[config.mk]
export PLATFORM = sky130hd
export DESIGN_NAME = shift_out_stage
export DESIGN_NICKNAME = d
export VERILOG_FILES = /design/src/rtl/shift_out_stage.sv
export SDC_FILE = /design/constraint.sdc
export NUM_CORES = 1
export LEC_CHECK = 0
export CORE_MARGIN = 5
export CORE_UTILIZATION = 49
export DETAILED_ROUTE_END_ITERATION = 8
export PLACE_DENSITY = 0.87
export SLEW_MARGIN = 20
export SYNTH_ARGS = -nofsm -noshare
export SYNTH_HDL_FRONTEND = slang
export SYNTH_SLANG_ARGS = --single-unit
[constraint.sdc]
create_clock -name clk -period 2.5 [get_ports clk]
set_input_delay 0.5 -clock clk [delete_from_list [all_inputs] [get_ports clk]]
set_output_delay 0.5 -clock clk [all_outputs]
set_load 0.05 [all_outputs]
[src/rtl/shift_out_stage.sv]
// -----------------------------------------------------------------------------
// shift_out_stage
//
// Registered output stage that sits directly after the logical left shifter
// in the ALU datapath. It captures the shifter result together with status
// flags derived from the shifter operands. Results go to the consumer through
// a valid/ready handshake. A 2-entry skid buffer (main + skid register) keeps
// one beat per cycle flowing under backpressure. The stage also counts the
// results it delivers.
//
// Optional feature (build macro SHIFT_CHECK_EN):
//   When defined, every accepted beat is re-shifted locally and compared with
//   in_res. A disagreement sets the sticky chk_err flag, which clears only on
//   reset. When undefined, no checker logic is built and chk_err is tied to 0.
//
// Parameters:
//   WIDTH  data width of operand a and of the shifter result
//   SHW    width of the shift-amount operand b
//   CNTW   width of the delivered-result counter
//
// Ports:
//   clk        rising-edge clock
//   rst_n      asynchronous active-low reset
//   in_valid   upstream beat valid
//   in_ready   stage can accept a beat (registered, equals !skid_full)
//   in_a       operand a fed to the shifter
//   in_b       shift amount fed to the shifter
//   in_res     shifter output for (in_a, in_b)
//   out_valid  output beat valid
//   out_ready  downstream accepts beat
//   out_res    registered result
//   out_zero   out_res == 0
//   out_carry  last bit shifted out of a
//   out_big    shift amount >= WIDTH (result forced to zero)
//   out_count  number of delivered beats (wraps)
//   chk_err    sticky checker error (0 unless SHIFT_CHECK_EN)
// -----------------------------------------------------------------------------
module shift_out_stage #(
  parameter int WIDTH = 8,
  parameter int SHW   = 8,
  parameter int CNTW  = 16
) (
  input  logic             clk,
  input  logic             rst_n,
  input  logic             in_valid,
  output logic             in_ready,
  input  logic [WIDTH-1:0] in_a,
  input  logic [SHW-1:0]   in_b,
  input  logic [WIDTH-1:0] in_res,
  output logic             out_valid,
  input  logic             out_ready,
  output logic [WIDTH-1:0] out_res,
  output logic             out_zero,
  output logic             out_carry,
  output logic             out_big,
  output logic [CNTW-1:0]  out_count,
  output logic             chk_err
);

  // A beat is stored as {result, zero, carry, big}.
  localparam int BW = WIDTH + 3;

  // WIDTH expressed in the (zero-extended) shift-amount width.
  localparam logic [SHW:0] WIDTH_X = (SHW + 1)'(WIDTH);

  // Shift amounts of WIDTH or more push every bit of a out of the word.
  function automatic logic big_of(input logic [SHW-1:0] b);
    return ({1'b0, b} >= WIDTH_X);
  endfunction

  // The last bit shifted out is a[WIDTH-b] for 1 <= b <= WIDTH. For b == 0
  // nothing leaves the word, and for b > WIDTH the last bit shifted out is one
  // of the zeros filled in from the right, so both give 0. The loop keeps the
  // bit select constant for every branch.
  function automatic logic carry_of(input logic [WIDTH-1:0] a,
                                    input logic [SHW-1:0]   b);
    logic c;
    c = 1'b0;
    for (int i = 1; i <= WIDTH; i++) begin
      if ({1'b0, b} == (SHW + 1)'(i)) begin
        c = a[WIDTH-i];
      end
    end
    return c;
  endfunction

  function automatic logic zero_of(input logic [WIDTH-1:0] r);
    return (r == '0);
  endfunction

  // ---------------------------------------------------------------------------
  // Stage p0: handshake decode and flag derivation from the live inputs
  // ---------------------------------------------------------------------------
  logic          in_xfer;
  logic          out_xfer;
  logic [BW-1:0] beat_p0;

  logic [BW-1:0]   main_p1;
  logic [BW-1:0]   skid_p1;
  logic            vld_p1;
  logic            skid_vld_p1;
  logic [CNTW-1:0] cnt_p1;

  // skid_vld_p1 is a flop, so in_ready has no combinational path from out_ready.
  assign in_ready = !skid_vld_p1;
  assign in_xfer  = in_valid && in_ready;
  assign out_xfer = vld_p1 && out_ready;

  assign beat_p0 = {in_res, zero_of(in_res), carry_of(in_a, in_b), big_of(in_b)};

  // ---------------------------------------------------------------------------
  // Stage p1: main register (presented beat) and skid register (overflow beat)
  // ---------------------------------------------------------------------------
  // Invariant: the skid entry is only ever occupied while main is occupied, so
  // the presented beat is always the oldest one held.
  always_ff @(posedge clk or negedge rst_n) begin
    if (!rst_n) begin
      main_p1     <= '0;
      skid_p1     <= '0;
      vld_p1      <= 1'b0;
      skid_vld_p1 <= 1'b0;
      cnt_p1      <= '0;
    end else begin
      if (!vld_p1) begin
        if (in_xfer) begin
          main_p1 <= beat_p0;
          vld_p1  <= 1'b1;
        end
      end else if (out_xfer) begin
        if (skid_vld_p1) begin
          // Oldest pending beat moves up; any new beat takes its place.
          main_p1 <= skid_p1;
          if (in_xfer) begin
            skid_p1 <= beat_p0;
          end else begin
            skid_vld_p1 <= 1'b0;
          end
        end else if (in_xfer) begin
          main_p1 <= beat_p0;
        end else begin
          vld_p1 <= 1'b0;
        end
      end else if (in_xfer) begin
        // Consumer stalled: park the new beat; in_ready drops next cycle.
        skid_p1     <= beat_p0;
        skid_vld_p1 <= 1'b1;
      end

      if (out_xfer) begin
        cnt_p1 <= cnt_p1 + CNTW'(1);
      end
    end
  end

  assign out_valid = vld_p1;
  assign out_res   = main_p1[BW-1:3];
  assign out_zero  = main_p1[2];
  assign out_carry = main_p1[1];
  assign out_big   = main_p1[0];
  assign out_count = cnt_p1;

`ifdef SHIFT_CHECK_EN
  // Independent re-shift of the operands; the truncating cast drops the bits
  // pushed out of the word.
  function automatic logic [WIDTH-1:0] ref_of(input logic [WIDTH-1:0] a,
                                              input logic [SHW-1:0]   b);
    logic [WIDTH-1:0] r;
    if (big_of(b)) begin
      r = '0;
    end else begin
      r = WIDTH'(a << b);
    end
    return r;
  endfunction

  logic chk_p1;

  always_ff @(posedge clk or negedge rst_n) begin
    if (!rst_n) begin
      chk_p1 <= 1'b0;
    end else if (in_xfer && (in_res != ref_of(in_a, in_b))) begin
      chk_p1 <= 1'b1;
    end
  end

  assign chk_err = chk_p1;
`else
  assign chk_err = 1'b0;
`endif

endmodule
==> summary.txt <==
Yosys
  • Most frequently used flop master after synthesis: dfrtp_1
  • Synth Cell Area: around 0.0018 sq mm
  • Synth Area per Inst: 11.0 sq um
  • Ys Warns: 0
  • Compound-Gate Fraction of Synth Area: 9.12%
  • Count leader, synth: dfrtp_1
  • Synth Instances: 165
  • Post-synthesis sequential area ratio: 55.3%
  • Post-synth top area share: between 50% and 60%
  • Multiplexer area fraction after synthesis: 9.74%
  • Syn_nets: 194
  • Synth area leader: dfrtp_1
  • Seq cells post-synth: 40
  • Synth top cells by count: 40 x dfrtp_1, 17 x nor2_1, 14 x a21oi_1, 14 x nand2_1
  • Asr flop ratio synth: 100%
  • Largest family of logic cells by synthesized area: simple AND/OR/NAND/NOR gates
  • Largest cells by area after synthesis: dfrtp_1 55%, xnor2_1 5.3%, a21oi_1 3.9%
  • Count of cell types in the netlist: 35
  • Adder-cell share of the synthesized area: 0.691%
  • Simple-gate share of the synthesized area: 14.5%
  • EDFF count, synth: 0
  • XOR/XNOR share of the synthesized area: just over 7%

Cells and area
  • Post-route cell area: between 0.002 and 0.0025 sq mm
  • Core Util, Final: between 60% and 70%
  • Sequential cell area: 0.00100 sq mm
  • Fill cells: 289
  • Antenna cells: 0
  • Share of cells above drive strength 1: between 8 and 9%
  • Area Overhead vs Synth: 37.9%
  • Multi-input logic area: 752 sq um
  • Final non-filler cell total: approximately 270
  • Nets: between 200 and 300

Clocking
  • Clock Latency Late Sink: 290 ps
  • H-tree Lvls: 2
  • Hold buffer count at CTS: 0
  • Root Buffer: clkbuf_8
  • PostCTS Resize Cnt: 0
  • Clock transition at path regs: around 70 ps
  • Post-CTS Setup Repair Bufs: 0
  • Clock Sink Count: 40
  • Clock tree buffer depth: 2
  • CTS buffer count: 5
  • TritonCTS clock tree: done

Setup path
  • CP Class: reg -> out
  • Worst Path Buf+Inv: 1
  • Critical Path Max Stage Delay: 880 ps
  • Startpoint types: flip-flop
  • CP arrival: 1690 ps
  • Cell Chain, Critical Path: clkdlybuf4s50_1
  • CP Max Fanout: 10
  • Delay-heaviest family, CP: buffers and inverters
  • Critical path data required time: 2000 ps
  • Crit-path slowest cell: clkdlybuf4s50_1
  • Crit path capture type: output pin

Global route
  • Largest net degree at the start of global routing: 41
  • Vias in the first global route: 1479
  • Initial antenna violation count: 0
  • Grt ovf: 0
  • First-pass GRT wire length: 6580 um
  • GRT Total Usage: 16.6%

Power and ir drop
  • PnR Total Power: 2.90 mW
  • Pwr per Cell Area: between 1000 and 1500 mW/mm^2
  • Leak: ~1.0 nW
  • Max IR drop VDD: between 0.7 and 0.8 mV

Floorplanning
  • IO Pins: 58
  • Starting Density: between 40% and 50%
  • Site row count: 22
  • Die area: 0.00501 sq mm
  • Die width: 70.8 um
  • Chip Height: 70.8 um
  • Core Region: 0.00363 sq mm

Outcome
  • Status: complete, no violations

STA
  • Final min period: 2190 ps
  • Worst slew pin tran: ~850 ps
  • Max Clock Freq: about 460 MHz
  • Crit share post-route: between 80% and 90%
  • Hold Vio Cnt, Final: 0
  • Setup ws final: 308 ps
  • Worst clock skew: 6.15 ps
  • Setup violations, final: 0
  • Final count of pins violating max slew: 0
  • Slew headroom: 43.3%
  • Hold WS: about 310 ps
  • RSZ-0062 raised after global routing: false
  • Total negative slack: 0 ps

Detailed routing
  • Final ANT Viol Nets: 0
  • First-pass DRT Iterations: 4
  • Final wirelength: 3940 um
  • WL per Instance: 14.5 um
  • Vias/cell: approximately 5.2
  • Initial DRC Count: just over 80
  • Total number of vias: 1420
  • DRC viols: 0

Placed design
  • Post-DP Area: 0.00241 sq mm
  • DP Worst Slack: 411 ps
  • Placed Instances: 264
  • RePlAce Congestion: 0.816
  • Final HPWL DP: 2910 um
  • Port Buf Inserts: 56

Job
  • Number of max-cap violations: 0

Min path
  • Hold WC Path Type: in -> async
routing by layer:
metal	global-route usage, %	share of wire (%)
met1	19.5	41
met2	27.8	49
met3	4.83	7.7
met4	8.14	2.3
met5	0	0
state kept, by name (all words and copies together), names as in the netlist:
signal and count:
out_count 16, skid_p1 11, skid_vld_p1 1, out_valid 1, main_p1 11
cell type report:
class                   count  share of cell area, %
flip-flops and latches     40                   40.1
multi-input cells         114                   30.1
repair buffers             60                   23.5
clock buffers               8                   3.61
well taps                  48                   2.41
inverters                   2                  0.301
cells by family (layout without fill, tap and decap cells):
logic type	Yosys count	after routing
AO/OA/AOI/OAI	29	29
other	1	1
AND/OR/NAND/NOR	53	53
buffers and inverters	11	70
flip-flops	40	40
adder cells (fa/ha/maj)	1	1
multiplexers	15	15
XOR/XNOR	15	15
path summary, 6_finish.rpt:
check	startpoint	end	slack, ps	depth (start not counted)
hold reg to reg	out_count[15]$_DFFE_PN0P_	out_count[15]$_DFFE_PN0P_	480	1
hold / removal	rst_n	skid_p1[9]$_DFFE_PN0P_	310	1
max in group asynchronous	rst_n	out_count[0]$_DFFE_PN0P_	1650	1
setup / recovery	out_valid$_DFF_PN0_	out_valid	310	1
setup reg to reg	out_valid$_DFF_PN0_	main_p1[2]$_DFFE_PN0P_	900	5
min in group clk	out_count[15]$_DFFE_PN0P_	out_count[15]$_DFFE_PN0P_	480	1
cell usage in the layout (no fill, tap or decap), types with 3 or more instances in the layout:
cell type	Yosys	final
a21oi_1	14	14
and3_1	3	3
buf_4	1	4
clkbuf_8	0	6
clkdlybuf4s50_1	0	55
dfrtp_1	40	40
mux2_1	6	6
mux2_2	5	5
mux2i_1	3	3
nand2_1	14	14
nand2b_1	3	3
nand3_1	3	3
nand4_1	4	4
nor2_1	17	17
o22ai_1	11	11
xnor2_1	11	11
xor2_1	4	4
power by group:
| part | total (mW) | switching [mW] | leakage (nW) | internal (mW) |
|---|---|---|---|---|
| clock | 0.434 | 0.209 | 0.0455 | 0.225 |
| sequential | 1.04 | 0.166 | 0.487 | 0.870 |
| combinational | 1.43 | 0.895 | 0.508 | 0.535 |
No activity file was read; power rests on OpenSTA's default activity.
